## src/rtl/pc_branch_unit_pkg.sv

```systemverilog
// Shared definitions for the PC/branch unit: branch condition codes, FSM states
// and the word-alignment test used on redirect targets.
package pc_branch_unit_pkg;

  localparam int XLEN = 32;

  localparam logic [2:0] F3_BEQ  = 3'b000;
  localparam logic [2:0] F3_BNE  = 3'b001;
  localparam logic [2:0] F3_BLT  = 3'b100;
  localparam logic [2:0] F3_BGE  = 3'b101;
  localparam logic [2:0] F3_BLTU = 3'b110;
  localparam logic [2:0] F3_BGEU = 3'b111;

  typedef enum logic {
    ST_RUN  = 1'b0,
    ST_TRAP = 1'b1
  } state_e;

  // Only the two low address bits decide word alignment.
  function automatic logic misaligned(input logic [1:0] addr_lsb);
    return addr_lsb != 2'b00;
  endfunction

endpackage

```

## src/rtl/pc_branch_unit_if.sv

```systemverilog
// ALU-to-PC-unit signal bundle: decode/flag inputs toward the unit, PC state back out.
interface pc_branch_unit_if #(
  parameter int CNT_W = 32
);
  import pc_branch_unit_pkg::*;

  logic             Stall;
  logic             Branch;
  logic             Jump;
  logic             JumpReg;
  logic [2:0]       Funct3;
  logic [XLEN-1:0]  ImmExt;
  logic [XLEN-1:0]  ALUResult;
  logic             Z;
  logic             N;
  logic             V;
  logic             C;

  logic [XLEN-1:0]  PC;
  logic [XLEN-1:0]  PCPlus4;
  logic             Taken;
  logic             Flush;
  logic             MisalignErr;
  logic [XLEN-1:0]  TrapPC;
  logic [CNT_W-1:0] InstRet;

  modport master (
    output Stall, Branch, Jump, JumpReg, Funct3, ImmExt, ALUResult, Z, N, V, C,
    input  PC, PCPlus4, Taken, Flush, MisalignErr, TrapPC, InstRet
  );

  modport slave (
    input  Stall, Branch, Jump, JumpReg, Funct3, ImmExt, ALUResult, Z, N, V, C,
    output PC, PCPlus4, Taken, Flush, MisalignErr, TrapPC, InstRet
  );

endinterface

```

## src/rtl/pc_branch_unit_branch_cond.sv

```systemverilog
// Branch condition evaluation from the ALU flags of rs1-rs2 (C=1 means no borrow).
module pc_branch_unit_branch_cond
  import pc_branch_unit_pkg::*;
(
  input  logic [2:0] funct3,
  input  logic       z,
  input  logic       n,
  input  logic       v,
  input  logic       c,
  output logic       cond
);

  always_comb begin
    cond = 1'b0;
    case (funct3)
      F3_BEQ:  cond = z;
      F3_BNE:  cond = ~z;
      F3_BLT:  cond = n ^ v;
      F3_BGE:  cond = ~(n ^ v);
      F3_BLTU: cond = ~c;
      F3_BGEU: cond = c;
      default: cond = 1'b0;
    endcase
  end

endmodule

```

## src/rtl/pc_branch_unit.sv

```systemverilog
// Program counter owner: picks the next PC from jump/branch decode and ALU flags,
// pulses Flush after a committed redirect and locks up on a misaligned target.
module pc_branch_unit
  import pc_branch_unit_pkg::*;
#(
  parameter logic [XLEN-1:0] RESET_PC = 32'h0000_0000,
  parameter int              CNT_W    = 32
) (
  input  logic               clk,
  input  logic               rst,
  pc_branch_unit_if.slave    bus
);

  logic             cond;
  logic             pc_rel;
  logic             taken;
  logic [XLEN-1:0]  pc_plus4;
  logic [XLEN-1:0]  next_pc;

  state_e           state_q, state_d;
  logic [XLEN-1:0]  pc_q, pc_d;
  logic [XLEN-1:0]  trap_pc_q, trap_pc_d;
  logic [CNT_W-1:0] inst_ret_q, inst_ret_d;
  logic             flush_q, flush_d;
  logic             err_q, err_d;

  pc_branch_unit_branch_cond u_branch_cond (
    .funct3 (bus.Funct3),
    .z      (bus.Z),
    .n      (bus.N),
    .v      (bus.V),
    .c      (bus.C),
    .cond   (cond)
  );

  // Next-PC mux: JALR beats JAL beats a taken branch; all additions wrap at 32 bits.
  always_comb begin
    pc_plus4 = pc_q + 32'd4;
    pc_rel   = bus.Jump | (bus.Branch & cond);
    taken    = bus.JumpReg | pc_rel;
    if (bus.JumpReg)
      next_pc = bus.ALUResult & ~32'h0000_0001;
    else if (pc_rel)
      next_pc = pc_q + bus.ImmExt;
    else
      next_pc = pc_plus4;
  end

  always_comb begin
    state_d    = state_q;
    pc_d       = pc_q;
    trap_pc_d  = trap_pc_q;
    inst_ret_d = inst_ret_q;
    flush_d    = 1'b0;
    err_d      = err_q;
    case (state_q)
      ST_RUN: begin
        if (!bus.Stall) begin
          // Only redirects can misalign: the sequential path keeps PC word-aligned.
          if (taken && misaligned(next_pc[1:0])) begin
            state_d   = ST_TRAP;
            err_d     = 1'b1;
            trap_pc_d = pc_q;
          end else begin
            pc_d       = next_pc;
            inst_ret_d = inst_ret_q + CNT_W'(1);
            flush_d    = taken;
          end
        end
      end
      ST_TRAP: begin
        state_d = ST_TRAP;
      end
      default: begin
        state_d = ST_RUN;
      end
    endcase
  end

  always_ff @(posedge clk) begin
    if (rst) begin
      state_q    <= ST_RUN;
      pc_q       <= RESET_PC;
      trap_pc_q  <= '0;
      inst_ret_q <= '0;
      flush_q    <= 1'b0;
      err_q      <= 1'b0;
    end else begin
      state_q    <= state_d;
      pc_q       <= pc_d;
      trap_pc_q  <= trap_pc_d;
      inst_ret_q <= inst_ret_d;
      flush_q    <= flush_d;
      err_q      <= err_d;
    end
  end

  assign bus.PC          = pc_q;
  assign bus.PCPlus4     = pc_plus4;
  assign bus.Taken       = taken;
  assign bus.Flush       = flush_q;
  assign bus.MisalignErr = err_q;
  assign bus.TrapPC      = trap_pc_q;
  assign bus.InstRet     = inst_ret_q;

endmodule

```

## src/flat_wrapper.sv

```systemverilog
// flat-port wrapper written by rule: the top's interface ports become plain ports
module pc_branch_unit_flat import pc_branch_unit_pkg::*;
#(
  parameter logic [XLEN-1:0] RESET_PC = 32'h0000_0000,
  parameter int              CNT_W    = 32
)
  (clk, rst, bus_Stall, bus_Branch, bus_Jump, bus_JumpReg, bus_Funct3, bus_ImmExt, bus_ALUResult, bus_Z, bus_N, bus_V, bus_C, bus_PC, bus_PCPlus4, bus_Taken, bus_Flush, bus_MisalignErr, bus_TrapPC, bus_InstRet);
  pc_branch_unit_if #(.CNT_W(CNT_W)) bus_i ();
  input  logic clk;
  input  logic rst;
  input wire logic [$bits(bus_i.Stall)-1:0] bus_Stall;
  input wire logic [$bits(bus_i.Branch)-1:0] bus_Branch;
  input wire logic [$bits(bus_i.Jump)-1:0] bus_Jump;
  input wire logic [$bits(bus_i.JumpReg)-1:0] bus_JumpReg;
  input wire logic [$bits(bus_i.Funct3)-1:0] bus_Funct3;
  input wire logic [$bits(bus_i.ImmExt)-1:0] bus_ImmExt;
  input wire logic [$bits(bus_i.ALUResult)-1:0] bus_ALUResult;
  input wire logic [$bits(bus_i.Z)-1:0] bus_Z;
  input wire logic [$bits(bus_i.N)-1:0] bus_N;
  input wire logic [$bits(bus_i.V)-1:0] bus_V;
  input wire logic [$bits(bus_i.C)-1:0] bus_C;
  output wire logic [$bits(bus_i.PC)-1:0] bus_PC;
  output wire logic [$bits(bus_i.PCPlus4)-1:0] bus_PCPlus4;
  output wire logic [$bits(bus_i.Taken)-1:0] bus_Taken;
  output wire logic [$bits(bus_i.Flush)-1:0] bus_Flush;
  output wire logic [$bits(bus_i.MisalignErr)-1:0] bus_MisalignErr;
  output wire logic [$bits(bus_i.TrapPC)-1:0] bus_TrapPC;
  output wire logic [$bits(bus_i.InstRet)-1:0] bus_InstRet;
  assign bus_i.Stall = bus_Stall;
  assign bus_i.Branch = bus_Branch;
  assign bus_i.Jump = bus_Jump;
  assign bus_i.JumpReg = bus_JumpReg;
  assign bus_i.Funct3 = bus_Funct3;
  assign bus_i.ImmExt = bus_ImmExt;
  assign bus_i.ALUResult = bus_ALUResult;
  assign bus_i.Z = bus_Z;
  assign bus_i.N = bus_N;
  assign bus_i.V = bus_V;
  assign bus_i.C = bus_C;
  assign bus_PC = bus_i.PC;
  assign bus_PCPlus4 = bus_i.PCPlus4;
  assign bus_Taken = bus_i.Taken;
  assign bus_Flush = bus_i.Flush;
  assign bus_MisalignErr = bus_i.MisalignErr;
  assign bus_TrapPC = bus_i.TrapPC;
  assign bus_InstRet = bus_i.InstRet;
  pc_branch_unit #(.RESET_PC(RESET_PC), .CNT_W(CNT_W)) u_core (.clk(clk), .rst(rst), .bus(bus_i));
endmodule
```

## config.mk

```make
export PLATFORM = sky130hd
export DESIGN_NAME = pc_branch_unit_flat
export DESIGN_NICKNAME = d
export VERILOG_FILES = /design/src/rtl/pc_branch_unit_pkg.sv /design/src/rtl/pc_branch_unit_if.sv /design/src/rtl/pc_branch_unit_branch_cond.sv /design/src/rtl/pc_branch_unit.sv /design/src/flat_wrapper.sv
export SDC_FILE = /design/constraint.sdc
export NUM_CORES = 1
export LEC_CHECK = 0
export ABC_CLOCK_PERIOD_IN_PS = 8100
export BUFFER_PORTS_ARGS = -buffer_cell sky130_fd_sc_hd__buf_2
export CAP_MARGIN = 30
export CORE_MARGIN = 5
export CORE_UTILIZATION = 35
export CTS_CLUSTER_DIAMETER = 100
export DETAILED_ROUTE_END_ITERATION = 12
export GPL_TIMING_DRIVEN = 0
export PLACE_DENSITY = 0.61
export SLEW_MARGIN = 10
export SYNTH_ARGS = -nofsm -noshare
export SYNTH_HDL_FRONTEND = slang
export SYNTH_SLANG_ARGS = --single-unit
```

## constraint.sdc

```tcl
create_clock -name clk -period 8.1 [get_ports clk]
set_clock_uncertainty 0.15 [all_clocks]
set_input_delay 0.81 -clock clk [delete_from_list [all_inputs] [get_ports clk]]
set_output_delay 0.81 -clock clk [all_outputs]
set_load 0.03 [all_outputs]
```

==> results.py, run 1 <==
metrics = {
    "finish": {
        "fin_cells": 1293,
        "syn2layout_area_growth_pct": 24.4,
        "seqCellArea_sq_mm": 0.00198,
        "fin_nets": 1165,
        "final_cell_mix": "215 x buf_2, 107 x nor2_1, 99 x dfxtp_1",
        "nFillCells": 1949,
        "post_route_cells_drive_above_1_share_pct": 23.1,
        "final_common_cell": "buf_2",
        "multiInputGateArea_sq_mm": 0.00439,
        "num_antenna_cells": 0,
    },
    "sta": {
        "finalMaxSlewViolations": 0,
        "tightest_slew_ps": 888,
        "final.setup.tns_ps": 0,
        "hold_viol": 0,
        "relSlewSlack_pct": 40.3,
        "finalCriticalPeriod_ps": 4260,
        "fmax_mhz": 235,
        "setup_violations": 0,
        "grt_setup_unrepaired": "no",
        "final.period_utilization_pct": 52.6,
    },
    "setup_path": {
        "reg2reg_depth": 11,
        "cp_num_cells": 8,
        "critical_path.max_fanout": 8,
        "timing.critical_path.to": "bus_PCPlus4[31]",
        "slowest_stage": "nor3_1",
        "crit_start": "u_core.bus.PC[10]",
        "crit_buf_inv": 2,
        "rrSetupSlack_ps": 4390,
        "crit_type": "register to output pin",
        "crit_top_cell": "nand3_1",
        "worstReg2RegEnd": "u_core.bus.PC[24]",
        "slowest_delay_ps": 760,
        "crit_path_start_kind": "register",
        "crit_arrival_ps": 3300,
        "cp_data_required_time_ps": 7140,
        "worstPathCellList": "clkbuf_1 > nand4_1 > nor2_1 > nand3_1 > nor3_1 > nand3_1 > xnor2_1 > buf_2",
        "worst_r2r_startpoint": "u_core.bus.PC[0]",
        "crit_family": "simple AND/OR/NAND/NOR gates",
        "cp-end-kind": "output pin",
    },
    "placement": {
        "placement.io_buffers": 205,
        "gp_congestion": 0.965,
        "dp.cells": 1277,
        "dpl.hpwl_mm": 19.2,
    },
    "power_and_ir_drop": {
        "powerDensity_mw_per_mm2": 164,
        "leakage_uw": 0.00374,
        "max-vdd-ir-drop_v": 0.000105,
    },
    "grt": {
        "grt_pass1_vias": 6719,
        "overflow": 0,
        "grt_first_pass_wirelength_mm": 38.4,
        "grt_antenna_before_repair": 0,
        "grtUsageTotal_pct": 22.5,
        "grt_max_degree": 16,
    },
    "floorplan": {
        "die_area_sq_mm": 0.0218,
        "num_rows": 50,
        "pin_count": 208,
        "core-area_sq_mm": 0.0187,
        "start_util_pct": 35.5,
        "dieWidth_um": 148,
        "die_y_um": 148,
    },
    "logic_synthesis": {
        "async_flop_share_pct": 0,
        "synth_top_area_share_pct": 29.9,
        "synth_edf_count": 0,
        "synth-seq-cells": 99,
        "ys_types": 65,
        "seq_area_frac_synth_pct": 29.9,
        "syn_inst": 837,
        "yosysWarnings": 0,
        "avgSynthCellArea_sq_um": 7.93,
        "synthTopCellsByArea": "dfxtp_1 30%, ha_1 6.2%, nor2_1 6.1%",
        "synth_area_sq_mm": 0.00664,
        "yosys.area.top_type": "dfxtp_1",
        "synth_ff_type": "dfxtp_1",
        "synthesis.nets": 948,
    },
    "drt": {
        "route.detailed.drc": 0,
        "wl_per_cell_um": 19.5,
        "drtIter0Drc": 652,
        "first_pass_iters": 5,
        "postRouteAntennaNets": 0,
        "viasPerCell": 5.46,
        "routed_wirelength_mm": 25.2,
        "vias": 7055,
    },
    "cts": {
        "htreeDepth": 3,
        "cts_tree": "built",
        "clock_latency_ps": 360,
        "ctsHoldBuffers": 0,
        "post_cts_resized": 0,
        "clkSinkCount": 99,
        "clockBufferDepth": 2,
        "root_buffer": "clkbuf_16",
        "cts_made_buffers": 9,
        "cts.clk_slew.worst_paths_ps": 70,
        "cts_setup_buffers": 0,
    },
    "hold_path": {
        "hold_class": "register to register",
    },
    "status": {
        "outcome": "finished, final reports clean",
    },
    "flow_run": {
        "cap_violations": 0,
    },
}
==> sequential cells by signal, indices dropped and copies added (netlist names) <==
register	flops
u_core.state_q	1
u_core.bus.TrapPC	32
u_core.bus.PC	32
u_core.bus.MisalignErr	1
u_core.bus.Flush	1
u_core.bus.InstRet	32
==> through the flow <==
| stage | utilization, % | power, uW | instance area (sq um) | hold slack [ps] | setup WS [ps] |
|---|---|---|---|---|---|
| 2_1_floorplan | - | 786 | 6640 | 372 | 4620 |
| 6_report | 44.2 | 1360 | 8260 | 340 | 3840 |
| 4_1_cts | 44.2 | 1350 | 8260 | 343 | 3910 |
| 3_3_place_gp | 42.5 | 907 | 7960 | 300 | 4000 |
| 5_1_grt | 44.2 | 1410 | 8260 | 363 | 3590 |
| 3_5_place_dp | 42.6 | 908 | 7960 | 326 | 4000 |
==> worst reg2reg max path: stages, from the launching register on <==
cell and delay, ps:
dfxtp_1 420, ha_1 270, inv_1 70, fa_1 370, nand2b_1 190, a21o_1 190, a32o_1 270, o21a_1 270
o31ai_1 700, or4b_2 250, a311oi_1 80, a311o_1 340
==> worst min path at each step <==
stage | depth (start not counted) | endpoint | startpoint | slack (ps)
floorplan | 1 | u_core.state_q | u_core.state_q | 370
global placement | 2 | u_core.bus.MisalignErr | u_core.bus.MisalignErr | 300
detailed placement | 2 | u_core.bus.TrapPC[27] | u_core.bus.TrapPC[27] | 330
CTS | 2 | u_core.bus.TrapPC[27] | u_core.bus.TrapPC[27] | 340
global route | 2 | u_core.bus.TrapPC[8] | u_core.bus.TrapPC[8] | 360
finish | 2 | u_core.bus.TrapPC[27] | u_core.bus.TrapPC[27] | 340
==> where the power goes <==
part | total [uW] | leakage [uW] | switching (uW) | internal (uW)
logic | 375 | 0.00280 | 244 | 131
registers | 529 | 0.000802 | 26.6 | 503
clock network | 452 | 0.000139 | 204 | 248
total | 1360 | 0.00374 | 474 | 882
==> area by class of cell <==
cell class | instances | area share (%)
repair buffers | 206 | 12.5
multi-input cells | 673 | 53.1
plain buffers | 46 | 2.38
flip-flops and latches | 99 | 24.0
clock buffers | 12 | 2.98
clock inverters | 4 | 0.606
inverters | 19 | 0.863
well taps | 234 | 3.54
==> Yosys cell counts (3+ instances only) <==
master    count
and3_1       14
nand4_1      19
o21ai_0      36
a31oi_1       6
dfxtp_1      99
or4_1         3
and4_1        3
a32o_1        4
and2_1        5
clkbuf_1     31
a311oi_1      4
o211ai_1     14
o21a_1        8
ha_1         33
a21oi_1      62
o31ai_1       5
nor2b_1       4
nand2b_1     10
buf_2        10
nand3b_1      3
nand2_1      74
nor4_4        3
inv_1        18
a211oi_1      9
nor3_1       15
xnor2_1      39
nand3_1      42
a21o_1       19
buf_4         3
or3_1        10
mux2i_1      39
nor3b_1       5
xor2_1       36
a311o_1       4
nor2_1      107
==> routing by layer <==
metal,track usage (%),vias up,wire [um]
li1,-,3442,-
met1,31.8,3289,11800
met2,35.4,301,11000
met3,3.68,23,1980
met4,6.10,0,384
met5,0,-,0
==> cells by family after synthesis <==
kind of cell	count (synthesis)	share of synthesized area [%]
xor+xnor	76	10.2
buf+inv	65	4.03
mux	39	5.88
compound gates	198	19.4
flops	99	29.9
fa+ha+maj	34	6.52
simple gates	326	24.1
(Power assumes the default switching activity.)
==> run 2: changes to the inputs <==
Settings changed: ABC_CLOCK_PERIOD_IN_PS 8100 to 3700, PLACE_DENSITY 0.61 to 0.64.
Clock period 8.1 ns to 3.7 ns, I/O delays scaled along.
==> run 2 against run 1 <==
Combinational power is 120% higher. Cell area about the same. Register-to-register slack got worse by 4200 ps. Global-route usage fell by 0.58 points. Flip-flop and latch count did not move. Sequential share of layout area barely moved. Setup slack got worse by 3700 ps. Critical path depth is the same. Die area unchanged. Largest cell class unchanged. Largest power group unchanged.
==> results.py, run 2 (same netlist as run 1, synthesis figures left out) <==
metrics = {
    "status": {
        "outcome": "finished, final reports clean",
    },
    "drt": {
        "vias": 7049,
        "viasPerCell": 5.45,
        "route.detailed.drc": 0,
        "routed_wirelength_mm": 24.9,
        "first_pass_iters": 5,
        "postRouteAntennaNets": 0,
        "drtIter0Drc": 495,
        "wl_per_cell_um": 19.3,
    },
    "cts": {
        "htreeDepth": 3,
        "clock_latency_ps": 360,
        "cts_setup_buffers": 0,
        "cts_made_buffers": 9,
        "cts.clk_slew.worst_paths_ps": 70,
        "root_buffer": "clkbuf_16",
        "ctsHoldBuffers": 0,
        "clockBufferDepth": 2,
        "post_cts_resized": 0,
        "clkSinkCount": 99,
        "cts_tree": "built",
    },
    "power_and_ir_drop": {
        "switchingPower_uw": 1090,
        "internal-power_uw": 1860,
        "pwr-share-seq_pct": 39.3,
        "max-vdd-ir-drop_v": 0.000226,
        "swShare_pct": 36.9,
        "leakage_uw": 0.00375,
        "comb_power_share_pct": 27.8,
        "power_frac_clock_pct": 32.9,
        "powerDensity_mw_per_mm2": 358,
    },
    "grt": {
        "grt_antenna_before_repair": 1,
        "grt_first_pass_wirelength_mm": 37.3,
        "grt_max_degree": 20,
        "overflow": 0,
        "grtUsageTotal_pct": 21.9,
        "grt_pass1_vias": 6587,
    },
    "placement": {
        "placed_area_sq_mm": 0.00796,
        "dpl.hpwl_mm": 19.2,
        "gp_congestion": 0.879,
        "dp.cells": 1276,
        "placement.io_buffers": 205,
    },
    "sta": {
        "whs_ps": 159,
        "finalMaxSlewViolations": 0,
        "hold_viol": 0,
        "finalCriticalPeriod_ps": 3520,
        "relSlewSlack_pct": 46.8,
        "grt_setup_unrepaired": "no",
        "tightest_slew_ps": 792,
        "final.setup.tns_ps": 0,
        "fmax_mhz": 284,
        "setup_violations": 0,
        "final.period_utilization_pct": 95.2,
    },
    "finish": {
        "final_cell_mix": "215 x buf_2, 107 x nor2_1, 99 x dfxtp_1",
        "multiInputGateArea_sq_mm": 0.00439,
        "num_antenna_cells": 0,
        "nFillCells": 1951,
        "fin_cells": 1293,
        "syn2layout_area_growth_pct": 24.4,
        "fin_util_pct": 44.2,
        "fin_area_sq_mm": 0.00826,
        "seqCellArea_sq_mm": 0.00198,
        "final_common_cell": "buf_2",
        "fin_nets": 1165,
        "post_route_cells_drive_above_1_share_pct": 23.4,
    },
    "floorplan": {
        "dieWidth_um": 148,
        "num_rows": 50,
        "core-area_sq_mm": 0.0187,
        "die_y_um": 148,
        "start_util_pct": 35.5,
        "die_area_sq_mm": 0.0218,
        "pin_count": 208,
    },
    "setup_path": {
        "cp-end-kind": "output pin",
        "cp_data_required_time_ps": 3180,
        "crit_type": "register to output pin",
        "crit_path_start_kind": "register",
        "crit_arrival_ps": 3000,
        "critical_path.max_fanout": 8,
    },
    "flow_run": {
        "cap_violations": 0,
    },
    "hold_path": {
        "hold_class": "input port to register",
    },
}
==> run 2: final timing paths <==
kind	startpoint	cells past startpoint	slack, ps	end
max	u_core.bus.PC[10]	8	180	bus_PCPlus4[31]
min	bus_ALUResult[13]	3	160	u_core.bus.PC[13]
max reg2reg	u_core.bus.PC[0]	11	210	u_core.bus.PC[24]
min reg2reg	u_core.bus.TrapPC[16]	2	340	u_core.bus.TrapPC[16]
==> run 2: critical path, cell delays in order, from the launching register on <==
cell	delay [ps]
dfxtp_1	360
clkbuf_1	330
nand4_1	210
nor2_1	220
nand3_1	200
nor3_1	640
nand3_1	180
xnor2_1	240
buf_2	260
==> run 2: power by group through the flow <==
stage	registers (uW)	clock network (uW)	logic (uW)
4_1_cts	1160	988	811
5_1_grt	1170	1030	884
3_5_place_dp	1180	0	807
2_1_floorplan	1230	0	486
6_report	1160	971	821
3_3_place_gp	1180	0	803
==> run 2: cell type report <==
cell class	instances	area share [%]
clock inverter	7	0.818
timing repair buffer	206	12.5
inverter	19	0.864
clock buffer	9	2.73
buffer	46	2.38
multi-input combinational	673	53.2
tap	234	3.54
sequential	99	24.0
==> run 2: routing by layer <==
metal  track usage, %  routed length (um)  vias to the layer above
li1                 -                   -                     3435
met1             30.0               11400                     3268
met2             34.2               11000                      301
met3             4.60                1880                       43
met4             7.55                 637                        2
met5                0                  11                        -
==> run 2: per-stage QoR <==
stage / setup slack [ps] / total power, uW
after CTS: 45.7 / 2960
after global placement: 68.7 / 1990
final: 179 / 2950
after floorplan: 410 / 1720
after global routing: 24.5 / 3080
after detailed placement: 80.2 / 1990
